--- config.mk ---
export PLATFORM = sky130hd
export DESIGN_NAME = detector_share_arbiter
export DESIGN_NICKNAME = d
export VERILOG_FILES = /design/src/rtl/detector_share_arbiter.sv
export SDC_FILE = /design/constraint.sdc
export NUM_CORES = 1
export LEC_CHECK = 0
export ABC_AREA = 1
export CAP_MARGIN = 5
export CORE_ASPECT_RATIO = 0.5
export CORE_MARGIN = 5
export CORE_UTILIZATION = 55
export CTS_CLUSTER_DIAMETER = 80
export DETAILED_ROUTE_END_ITERATION = 16
export DONT_BUFFER_PORTS = 1
export PLACE_DENSITY = 0.81
export REMOVE_ABC_BUFFERS = 1
export SLEW_MARGIN = 20
export SYNTH_ARGS = -nofsm -noshare
export SYNTH_HDL_FRONTEND = slang
export SYNTH_SLANG_ARGS = --single-unit
--- constraint.sdc ---
create_clock -name clock -period 1.9 [get_ports clock]
set_input_delay 0.095 -clock clock [delete_from_list [all_inputs] [get_ports clock]]
set_output_delay 0.095 -clock clock [all_outputs]
set_load 0.005 [all_outputs]
--- src/rtl/detector_share_arbiter.sv ---
// Round-robin arbiter that lends one serial counter/detector core to N_REQ
// requesters, sequences its start/ready handshake and recovers a hung core
// with an ack timeout and a run timeout.
module detector_share_arbiter #(
  parameter int N_REQ  = 4,
  parameter int ACK_TO = 8,
  parameter int RUN_TO = 255
) (
  input  logic             clock,
  input  logic             rst,
  input  logic [N_REQ-1:0] req,
  input  logic [N_REQ-1:0] ser_in,
  output logic [N_REQ-1:0] grant,
  output logic [N_REQ-1:0] done,
  output logic             err,
  output logic [N_REQ-1:0] ser_out,
  output logic             det_start,
  output logic             det_rst,
  output logic             det_serialin,
  input  logic             det_ready,
  input  logic             det_serialout
);

  localparam int CW = $clog2(RUN_TO + 1);
  localparam int PW = (N_REQ > 1) ? $clog2(N_REQ) : 1;

  // Timeouts fire on the cycle the counter would reach its limit, so the
  // core gets exactly ACK_TO (or RUN_TO) cycles before being aborted.
  localparam logic [CW-1:0] CNT_MAX = '1;
  localparam logic [CW-1:0] ACK_LIM = CW'(ACK_TO - 1);
  localparam logic [CW-1:0] RUN_LIM = CW'(RUN_TO - 1);
  localparam logic [PW-1:0] LAST    = PW'(N_REQ - 1);

  typedef enum logic [2:0] {
    S_IDLE,
    S_START,
    S_WAIT_ACK,
    S_RUN,
    S_DONE,
    S_ABORT
  } state_t;

  state_t            state, state_n;
  logic [PW-1:0]     owner, owner_n;
  logic [PW-1:0]     rr_ptr, rr_n;
  logic [CW-1:0]     cnt, cnt_n;
  logic [N_REQ-1:0]  grant_n, done_n;
  logic              err_n, start_n, drst_n;
  logic              pick_valid;
  logic [PW-1:0]     pick_idx;
  logic [PW-1:0]     owner_inc;
  logic [CW-1:0]     cnt_inc;

  assign owner_inc = (owner == LAST) ? '0 : owner + 1'b1;
  assign cnt_inc   = (cnt == CNT_MAX) ? cnt : cnt + 1'b1;

  // Find the first requesting channel at or after rr_ptr, wrapping around.
  always_comb begin
    pick_valid = 1'b0;
    pick_idx   = '0;
    for (int i = 0; i < N_REQ; i++) begin
      if (!pick_valid && req[(int'(rr_ptr) + i) % N_REQ]) begin
        pick_valid = 1'b1;
        pick_idx   = PW'((int'(rr_ptr) + i) % N_REQ);
      end
    end
  end

  // Next-state logic; pulse outputs are computed here and registered below.
  always_comb begin
    state_n = state;
    owner_n = owner;
    rr_n    = rr_ptr;
    cnt_n   = cnt;
    grant_n = grant;
    done_n  = '0;
    err_n   = 1'b0;
    start_n = 1'b0;
    drst_n  = 1'b0;
    case (state)
      S_IDLE: begin
        if (pick_valid) begin
          owner_n = pick_idx;
          grant_n = N_REQ'(1) << pick_idx;
          state_n = S_START;
        end
      end
      S_START: begin
        start_n = 1'b1;
        cnt_n   = '0;
        state_n = S_WAIT_ACK;
      end
      S_WAIT_ACK: begin
        if (!det_ready) begin
          cnt_n   = '0;
          state_n = S_RUN;
        end else if (cnt >= ACK_LIM) begin
          err_n   = 1'b1;
          drst_n  = 1'b1;
          state_n = S_ABORT;
        end else begin
          cnt_n = cnt_inc;
        end
      end
      S_RUN: begin
        if (det_ready) begin
          done_n  = grant;
          state_n = S_DONE;
        end else if (cnt >= RUN_LIM) begin
          err_n   = 1'b1;
          drst_n  = 1'b1;
          state_n = S_ABORT;
        end else begin
          cnt_n = cnt_inc;
        end
      end
      S_DONE, S_ABORT: begin
        grant_n = '0;
        rr_n    = owner_inc;
        state_n = S_IDLE;
      end
      default: begin
        grant_n = '0;
        state_n = S_IDLE;
      end
    endcase
  end

  // State and registered outputs; async reset parks everything idle.
  always_ff @(posedge clock or posedge rst) begin
    if (rst) begin
      state     <= S_IDLE;
      owner     <= '0;
      rr_ptr    <= '0;
      cnt       <= '0;
      grant     <= '0;
      done      <= '0;
      err       <= 1'b0;
      det_start <= 1'b0;
      det_rst   <= 1'b0;
    end else begin
      state     <= state_n;
      owner     <= owner_n;
      rr_ptr    <= rr_n;
      cnt       <= cnt_n;
      grant     <= grant_n;
      done      <= done_n;
      err       <= err_n;
      det_start <= start_n;
      det_rst   <= drst_n;
    end
  end

  assign ser_out      = grant & {N_REQ{det_serialout}};
  assign det_serialin = |(grant & ser_in);

endmodule

==> results.md <==
- CTS buffer count: 3
- Minimum clock period: 1770 ps
- Final setup vio count: 0
- # nets final: 265
- Most frequent cells in the layout: nand2_1 (84), dfrtp_1 (25), inv_1 (23)
- Hpwl dp: 2870 um
- RePlAce Congestion: 0.841
- Clock sinks: 25
- Sequential area share after synthesis: 0.359
- CTS Root Cell: clkbuf_8
- Share of layout cells above drive strength 1: 0.189
- # resized after CTS: 0
- Num ports: 28
- H-tree depth: 1
- Max frequency: 0.565 GHz
- Outcome: finished, final reports clean
- Vias in the first global route: 1485
- Tcrit/Tclk final: 0.931
- Max layer used: met4
- Yosys reg bits: 25
- Final slew viol count: 0
- VDD IR max: 0.775 mV
- Setup CP Type: reg -> reg
- Crit-path max FO: 11
- Die area: 0.00447 sq mm
- HP Class: in -> reg
- Fin Clk Skew: 6.36 ps
- Final Routed Wirelength: 3700 um
- Post-route ant nets: 0
- Area of the mapped netlist: 0.00174 sq mm
- Crit path launch type: flop
- Reg2reg path depth: 11
- Num rows: 14
- Worst relative slew slack: 0.671
- Initial antenna violation count: 0
- Most common cell after layout, fill and taps aside: nand2_1
- CTS tree: yes
- Initial core utilization: 0.576
- Worst-path clk slew: 90 ps
- Hold path cells: 3
- Avg Cell Area, Syn: 7.09 sq um
- Leakage: 0.959 nW
- Drt wl/cell: 12.8 um
- Vias: 1540
- Reg2reg end: grant[0]
- Mapped Cells: 246
- Sum Neg Setup Slack: 0 ps
- Hold Vio Cnt, Final: 0
- ANT cells: 0
- Tot Pwr: 2.64 mW
- Met3 WL post-DR: 93 um
- Clock tree buffer depth: 2
- Total GRT Usage: 0.183
- CP arrival: 1940 ps
- Flop-to-flop setup slack: 130 ps
- Die X: 89.6 um
- Met1 WL: 1670 um
- Worst skew pair latency: 280 ps
- Number of max-cap violations: 0
- DR vias/cell: 5.33
- DRT Pass-1 Iters: 4
- Die span in y: 49.8 um
- Starting DRC count in detailed routing: 92
- Power density over cell area: 1440 mW/mm^2
- Fillers: 276
- WP data required: 2070 ps
- DR WL met2: 1880 um
- Core ar.: 0.00303 sq mm
- Endpoint class of the critical path: flop
- Congestion Overflow GR: 0
- Area grow syn2layout: 5.24%
- First-pass GRT wire length: 6420 um
- Warnings, synthesis: 0
- HP Start: det_ready
- Port bufs: 0
- Hold EP: state[0]
- Unique masters post-synth: 30
- Largest net degree at the start of global routing: 18
- RSZ-0062 raised after global routing: false
- RR Startpoint: rr_ptr[0]
- DR DRC count: 0
- Worst-Margin Slew: 490 ps
==> cell type report <==
| type | instances | area [sq um] | share of cell area |
|---|---|---|---|
| well taps | 40 | 50.0 | 0.0273 |
| inverters | 30 | 113 | 0.0613 |
| clock inverters | 1 | 7.51 | 0.00409 |
| multi-input cells | 187 | 971 | 0.529 |
| repair buffers | 3 | 27.5 | 0.0150 |
| flip-flops and latches | 25 | 626 | 0.341 |
| clock buffers | 3 | 41.3 | 0.0225 |
==> where the power goes <==
| group | internal [mW] | switching [mW] | leakage, nW |
|---|---|---|---|
| logic | 0.468 | 0.996 | 0.603 |
| registers | 0.664 | 0.178 | 0.334 |
| clock network | 0.149 | 0.180 | 0.0217 |
| total | 1.28 | 1.35 | 0.959 |
==> synthesized netlist by cell type (all sizes together) <==
cell type	instances	area [sq um]
xor2	1	8.76
nand3	18	100
nor3	4	25.0
o211ai	1	7.51
ha	3	37.5
inv	29	109
buf	4	35.0
o31ai	1	7.51
nand2	104	460
nor4	1	6.26
clkinv	1	3.75
nor3b	2	20.0
a21boi	1	11.3
dfrtp	25	626
o21ai	18	93.8
nand4	6	43.8
nor2	27	149
==> cells by family after synthesis <==
group / after synthesis / share of synthesized area
adder cells (fa/ha/maj): 3 / 0.0215
buffers and inverters: 34 / 0.0846
flip-flops: 25 / 0.359
AND/OR/NAND/NOR: 162 / 0.461
AO/OA/AOI/OAI: 21 / 0.0689
XOR/XNOR: 1 / 0.00502
==> sequential cells by signal, indices dropped and copies added, names as in the netlist <==
| name | cells |
|---|---|
| cnt | 8 |
| det_rst | 1 |
| det_start | 1 |
| done | 4 |
| grant | 4 |
| owner | 2 |
| rr_ptr | 2 |
| state | 3 |
==> worst max-delay path: stages, from the launching register on <==
cell,delay [ps]
dfrtp_1,580
inv_2,190
nand2_1,150
nand2_4,80
nand2_4,70
nand2_2,60
nor2_4,130
nand3_2,110
nand2_4,110
inv_2,50
nand3_1,80
nand2_1,60
==> worst max path at each step <==
| stage | startpoint | endpoint | slack [ps] | cells past startpoint |
|---|---|---|---|---|
| after global placement | rr_ptr[0] | grant[0] | 260 | 11 |
| after global routing | rr_ptr[0] | grant[0] | 10 | 11 |
| after detailed placement | rr_ptr[0] | grant[0] | 170 | 11 |
| after floorplan | rr_ptr[0] | grant[0] | 410 | 11 |
| after CTS | rr_ptr[0] | grant[0] | 150 | 11 |
| final | rr_ptr[0] | grant[0] | 130 | 11 |
==> what timing repair did <==
item,CTS,global route
hold buffers,2,0
endpoints found under the hold margin,13,0
buffers inserted,0,0
==> stage by stage <==
step | cell area [sq um] | setup slack [ps] | hold WS (ps) | cells | util
6_report | 1840 | 131 | 12.4 | 289 | 0.606
5_1_grt | 1840 | 14.9 | 37.7 | 289 | 0.606
4_1_cts | 1840 | 152 | 11.1 | 289 | 0.606
3_5_place_dp | 1770 | 166 | -33.6 | 283 | 0.583
3_3_place_gp | 1770 | 259 | -46.7 | 283 | 0.583
2_1_floorplan | 1710 | 409 | 122 | 242 | -
==> per-layer routing <==
layer  global-route usage  up-vias
li1                     -      782
met1                0.230      729
met2                0.305       22
met3               0.0366        7
met4               0.0718        0
met5                    0        -
No activity file was read; power rests on OpenSTA's default activity.
